[config.mk]
export PLATFORM = sky130hd
export DESIGN_NAME = demux_route_ctrl
export DESIGN_NICKNAME = d
export VERILOG_FILES = /design/src/rtl/demux_route_pkg.sv /design/src/rtl/demux_route_ctrl_shift_reg.sv /design/src/rtl/demux_route_ctrl.sv
export SDC_FILE = /design/constraint.sdc
export NUM_CORES = 1
export LEC_CHECK = 0
export ABC_AREA = 0
export ABC_CLOCK_PERIOD_IN_PS = 1800
export CAP_MARGIN = 20
export CORE_MARGIN = 2
export CORE_UTILIZATION = 49
export CTS_CLUSTER_SIZE = 28
export DETAILED_ROUTE_END_ITERATION = 10
export PLACE_DENSITY = 0.78
export SYNTH_ARGS = -nofsm -noshare
export SYNTH_HDL_FRONTEND = slang
export SYNTH_SLANG_ARGS = --single-unit
[constraint.sdc]
create_clock -name in_clk -period 1.8 [get_ports in_clk]
set_clock_uncertainty 0.1 [all_clocks]
set_input_delay 0.54 -clock in_clk [delete_from_list [all_inputs] [get_ports in_clk]]
set_output_delay 0.54 -clock in_clk [all_outputs]
set_load 0.01 [all_outputs]
[src/rtl/demux_route_pkg.sv]
// Shared types and constants for the demux routing controller.
package demux_route_pkg;

  // Controller state, 2-bit encoding
  typedef enum logic [1:0] {
    IDLE  = 2'd0,
    SHIFT = 2'd1,
    GAP   = 2'd2
  } route_state_t;

  // Destination channel codes: {s1, s2} selects demux output y_(code+1)
  localparam logic [1:0] CH_Y1 = 2'd0;
  localparam logic [1:0] CH_Y2 = 2'd1;
  localparam logic [1:0] CH_Y3 = 2'd2;
  localparam logic [1:0] CH_Y4 = 2'd3;

  // Parameter defaults
  localparam int DEF_WIDTH      = 8;
  localparam int DEF_GAP_CYCLES = 1;

  // Gap counter is fixed at 4 bits, enough for up to 15 idle cycles
  localparam int GAP_CNT_W = 4;

  // Reload value for the gap counter; counts down to zero inclusive
  function automatic logic [GAP_CNT_W-1:0] gap_reload(input int gap_cycles);
    return GAP_CNT_W'(gap_cycles - 1);
  endfunction

endpackage

[src/rtl/demux_route_ctrl_shift_reg.sv]
// MSB-first parallel-load shift register feeding the serial demux input.
// Zeros are shifted in from the LSB side, so once a full word has been
// shifted out the MSB reads 0 without any extra gating.
module route_shift_reg #(
  parameter int WIDTH = 8
) (
  input  logic             clk,
  input  logic             clr,
  input  logic             load,
  input  logic             shift,
  input  logic [WIDTH-1:0] din,
  output logic             msb
);

  logic [WIDTH-1:0] sr;

  // Clear has priority, then parallel load, then shift-left
  always_ff @(posedge clk) begin
    if (clr) begin
      sr <= '0;
    end else if (load) begin
      sr <= din;
    end else if (shift) begin
      sr <= {sr[WIDTH-2:0], 1'b0};
    end
  end

  assign msb = sr[WIDTH-1];

endmodule

[src/rtl/demux_route_ctrl.sv]
// Routing controller ahead of the 1x4 demux tree: accepts a word plus a
// 2-bit destination, holds the demux selects for the whole frame, shifts
// the word out MSB-first and then idles for a fixed gap before the next.
module demux_route_ctrl
  import demux_route_pkg::*;
#(
  parameter int WIDTH      = DEF_WIDTH,
  parameter int GAP_CYCLES = DEF_GAP_CYCLES
) (
  input  logic             in_clk,
  input  logic             in_rst,
  input  logic             in_valid,
  input  logic [WIDTH-1:0] in_data,
  input  logic [1:0]       in_dest,
  output logic             out_ready,
  output logic             out_ser,
  output logic             out_s1,
  output logic             out_s2,
  output logic             out_frame,
  output logic             out_last
);

  localparam int                   CNT_W    = $clog2(WIDTH);
  localparam logic [CNT_W-1:0]     BIT_LOAD = CNT_W'(WIDTH - 1);
  localparam logic [CNT_W-1:0]     BIT_ONE  = CNT_W'(1);
  localparam logic [GAP_CNT_W-1:0] GAP_LOAD = gap_reload(GAP_CYCLES);
  localparam logic [GAP_CNT_W-1:0] GAP_ONE  = GAP_CNT_W'(1);
  localparam bit                   HAS_GAP  = (GAP_CYCLES != 0);

  route_state_t         state;
  logic [CNT_W-1:0]     bit_cnt;
  logic [GAP_CNT_W-1:0] gap_cnt;
  logic                 sel_s1;
  logic                 sel_s2;
  logic                 frame_q;
  logic                 last_q;
  logic                 accept;
  logic                 sr_shift;
  logic                 sr_msb;

  // A word is taken only in IDLE; inputs are don't-care elsewhere
  assign accept   = (state == IDLE) && in_valid;
  assign sr_shift = (state == SHIFT);

  route_shift_reg #(
    .WIDTH (WIDTH)
  ) u_shift (
    .clk   (in_clk),
    .clr   (in_rst),
    .load  (accept),
    .shift (sr_shift),
    .din   (in_data),
    .msb   (sr_msb)
  );

  // Control FSM with counters, select register and registered frame flags
  always_ff @(posedge in_clk) begin
    if (in_rst) begin
      state   <= IDLE;
      bit_cnt <= '0;
      gap_cnt <= '0;
      sel_s1  <= 1'b0;
      sel_s2  <= 1'b0;
      frame_q <= 1'b0;
      last_q  <= 1'b0;
    end else begin
      case (state)
        IDLE: begin
          if (in_valid) begin
            bit_cnt <= BIT_LOAD;
            sel_s1  <= in_dest[1];
            sel_s2  <= in_dest[0];
            frame_q <= 1'b1;
            last_q  <= 1'b0;
            state   <= SHIFT;
          end
        end
        SHIFT: begin
          if (bit_cnt == '0) begin
            frame_q <= 1'b0;
            last_q  <= 1'b0;
            if (HAS_GAP) begin
              gap_cnt <= GAP_LOAD;
              state   <= GAP;
            end else begin
              state   <= IDLE;
            end
          end else begin
            bit_cnt <= bit_cnt - BIT_ONE;
            // The bit presented next cycle is the LSB when one step remains
            last_q  <= (bit_cnt == BIT_ONE);
          end
        end
        GAP: begin
          if (gap_cnt == '0) begin
            state <= IDLE;
          end else begin
            gap_cnt <= gap_cnt - GAP_ONE;
          end
        end
        default: begin
          state <= IDLE;
        end
      endcase
    end
  end

  // Selects stay on the last captured destination until the next capture
  assign out_ready = (state == IDLE);
  assign out_ser   = sr_msb;
  assign out_s1    = sel_s1;
  assign out_s2    = sel_s2;
  assign out_frame = frame_q;
  assign out_last  = last_q;

endmodule
==> impl_metrics.env <==
export IMPL_status="finished clean"
export IMPL_h_tree_depth=1
export IMPL_fin_ws_ns=0.154
export IMPL_synth_edf_count=0
export IMPL_clk_pin_slew_ns=0.13
export IMPL_firstDrtPassIters=4
export IMPL_place_area_um2=1210
export IMPL_placed_cells=157
export IMPL_cts_buffer_depth=2
export IMPL_drt_iter0_drc=9
export IMPL_grt_max_degree=13
export IMPL_fin_crit_sh=0.915
export IMPL_grt_pass1_wl_mm=2.97
export IMPL_timing_final_max_slew_violations=0
export IMPL_synth_top_area_share=0.438
export IMPL_power_share_clock=0.244
export IMPL_critical_path_class="flip-flop to flip-flop"
export IMPL_r2r_slack_ns=0.15
export IMPL_hold_violations=0
export IMPL_synth_area_top_cells="dfxtp_1 (44%), a21oi_1 (8.3%), a22oi_1 (5.5%), ha_1 (5.2%), nand2_1 (4.7%)"
export IMPL_final_util=0.645
export IMPL_globalRoute_totalOverflow=0
export IMPL_hpwl_mm=1.45
export IMPL_portBuffers=18
export IMPL_max_clock_freq_ghz=0.607
export IMPL_hp_start="out_s2$_SDFFE_PP0P_"
export IMPL_drt_total_wl_mm=1.94
export IMPL_sw_frac_of_total=0.285
export IMPL_synth_main_ff_cell="dfxtp_1"
export IMPL_cellPowerDensity_nw_per_um2=785
export IMPL_peakVddDrop_mv=0.547
export IMPL_crit_path_end_kind="flip-flop"
export IMPL_async_flop_share=0
export IMPL_ctsHoldBuffers=0
export IMPL_fp_row_count=16
export IMPL_p_comb_frac=0.222
export IMPL_drive_gt1_frac=0.134
export IMPL_post_synth_num_cell_types=31
export IMPL_min_path_type="flip-flop to flip-flop"
export IMPL_synthCells=109
export IMPL_synth_common_cells="dfxtp_1 (21), a21oi_1 (16), nand2_1 (12), a22oi_1 (7), nand3_1 (6)"
export IMPL_cts_setup_buffers=0
export IMPL_cp_startpoint="gap_cnt[0]$_SDFFE_PP0P_"
export IMPL_cts_root_buf="clkbuf_4"
export IMPL_crit_required_ns=1.95
export IMPL_dieHeight_um=48.3
export IMPL_start_util=0.505
export IMPL_fin_area_um2=1230
export IMPL_leakage_nw=0.475
export IMPL_crit_end="gap_cnt[3]$_SDFFE_PP0P_"
export IMPL_reg2regPathDepth=5
export IMPL_postRouteAntennaNets=0
export IMPL_synth_area_leader_cell="dfxtp_1"
export IMPL_power_internal_mw=0.689
export IMPL_avgSynthCellArea_um2=8.80
export IMPL_seqPwrFrac=0.535
export IMPL_antennaDiodeCount=0
export IMPL_drc=0
export IMPL_yosysWarnings=0
export IMPL_wl_per_cell_um=12.1
export IMPL_core_um2=1900
export IMPL_routed_via_density=5.36
export IMPL_design_power_total_mw=0.963
export IMPL_fin_crit_ns=1.65
export IMPL_cts_tree="built"
export IMPL_area_growth_syn_to_layout_pct=27.9
export IMPL_setup_viol=0
export IMPL_critPathArrivalTime_ns=1.80
export IMPL_num_io_pins=19
export IMPL_vias=863
export IMPL_fp_dieW_um=48.3
export IMPL_r2r_start="gap_cnt[0]$_SDFFE_PP0P_"
export IMPL_gp_congestion=0.714
export IMPL_final_nets=152
export IMPL_startpoint_type="flip-flop"
export IMPL_p_sw_mw=0.275
export IMPL_rsz0062_at_grt="false"
export IMPL_ys_seq_area_frac=0.438
export IMPL_clkLatencyLatePin_ns=0.31
export IMPL_yosysMostFrequentCell="dfxtp_1"
export IMPL_grt_antenna_before_repair=0
export IMPL_cp_max_fo=7
export IMPL_dieArea_um2=2330
export IMPL_layout_cells_non_filler=161
export IMPL_syn_cell_area_um2=960
export IMPL_grtUsageTotal=0.183
export IMPL_max_cap_violations=0
export IMPL_preCtsSetupSlack_ns=-0.119
export IMPL_ys_ff_latch=21
export IMPL_relSlewSlack=0.581
export IMPL_grt_pass1_vias=705
export IMPL_worst_pin_slew_ns=0.627
export IMPL_timing_rr_end="gap_cnt[3]$_SDFFE_PP0P_"
export IMPL_numCtsBuffers=3
export IMPL_ctsResizeCount=6
export IMPL_cts_sinks=21
export IMPL_synth_fp_nets=126
[worst max-delay path, cell delays in order, from the launching register on]
cell and delay (ns):
dfxtp_1 0.38, inv_1 0.05, ha_1 0.22, nor3b_1 0.20, or4_1 0.49, a31oi_1 0.14
[power groups by stage]
stage	sequential, mW	clock, mW	combinational, mW
5_1_grt	0.518	0.255	0.237
2_1_floorplan	0.525	0	0.126
3_3_place_gp	0.524	0	0.216
4_1_cts	0.515	0.236	0.215
6_report	0.515	0.235	0.213
3_5_place_dp	0.525	0	0.220
[worst min-delay path by stage]
stage	endpoint	slack [ns]	cells past startpoint
after global routing	u_shift.sr[1]$_SDFFE_PP0P_	0.39	2
after CTS	out_s2$_SDFFE_PP0P_	0.37	2
after detailed placement	out_s2$_SDFFE_PP0P_	0.35	2
after global placement	out_s2$_SDFFE_PP0P_	0.34	2
after floorplan	u_shift.sr[1]$_SDFFE_PP0P_	0.34	2
final	out_s2$_SDFFE_PP0P_	0.37	2
[state kept, by name, indices dropped and copies added, names as in the netlist]
name        cells
gap_cnt         4
out_s2          1
bit_cnt         3
out_last        1
out_frame       1
u_shift.sr      8
state           2
out_s1          1
[final cells by class]
class,instances,area [um^2]
Clock buffer,3,22.5
Clock inverter,1,5.00
Fill cell,156,674
Inverter,5,18.8
Multi-Input combinational cell,77,487
Sequential cell,21,420
Tap cell,27,33.8
Timing Repair Buffer,27,240
[metal layers]
metal / vias to the layer above / routed length (um) / GRT usage
li1: 439 / - / -
met1: 397 / 874 / 0.236
met2: 25 / 955 / 0.297
met5: - / 0 / 0
met3: 2 / 99 / 0.0444
met4: 0 / 12 / 0.0649
[kinds of logic (layout without fill, tap and decap cells)]
| logic type | count (synthesis) | in the layout | synth area share |
|---|---|---|---|
| fa+ha+maj | 4 | 4 | 0.0522 |
| buf+inv | 11 | 36 | 0.0548 |
| compound gates | 34 | 34 | 0.219 |
| simple gates | 39 | 39 | 0.236 |
| flops | 21 | 21 | 0.438 |
[through the flow]
stage	hold WS [ns]	setup TNS (ns)
finish	0.366	0
global route	0.389	0
CTS	0.365	0
detailed placement	0.351	-0.741
global placement	0.343	-0.560
floorplan	0.336	0
[cell usage in the layout (no fill, tap or decap)]
cell             instances
dfxtp_1                 21
clkdlybuf4s50_1         12
and4b_1                  1
nor3b_1                  1
nor2b_1                  2
nand2b_1                 2
nand3_1                  6
nand4bb_1                1
o21bai_1                 1
inv_1                    5
or4_1                    1
o21ai_0                  1
a21oi_1                 16
a31o_2                   1
nand4b_1                 1
or3b_2                   1
ha_1                     4
nand3b_1                 1
clkinv_2                 1
buf_4                    9
a31oi_1                  3
or3_1                    2
nor3b_2                  1
nand2b_4                 1
or3_2                    1
clkbuf_4                 3
a211oi_1                 1
nor2_1                   5
dlygate4sd2_1            6
a22oi_1                  7
nand2_1                 12
o21a_1                   1
o211ai_1                 3
No activity file was read; power rests on OpenSTA's default activity.
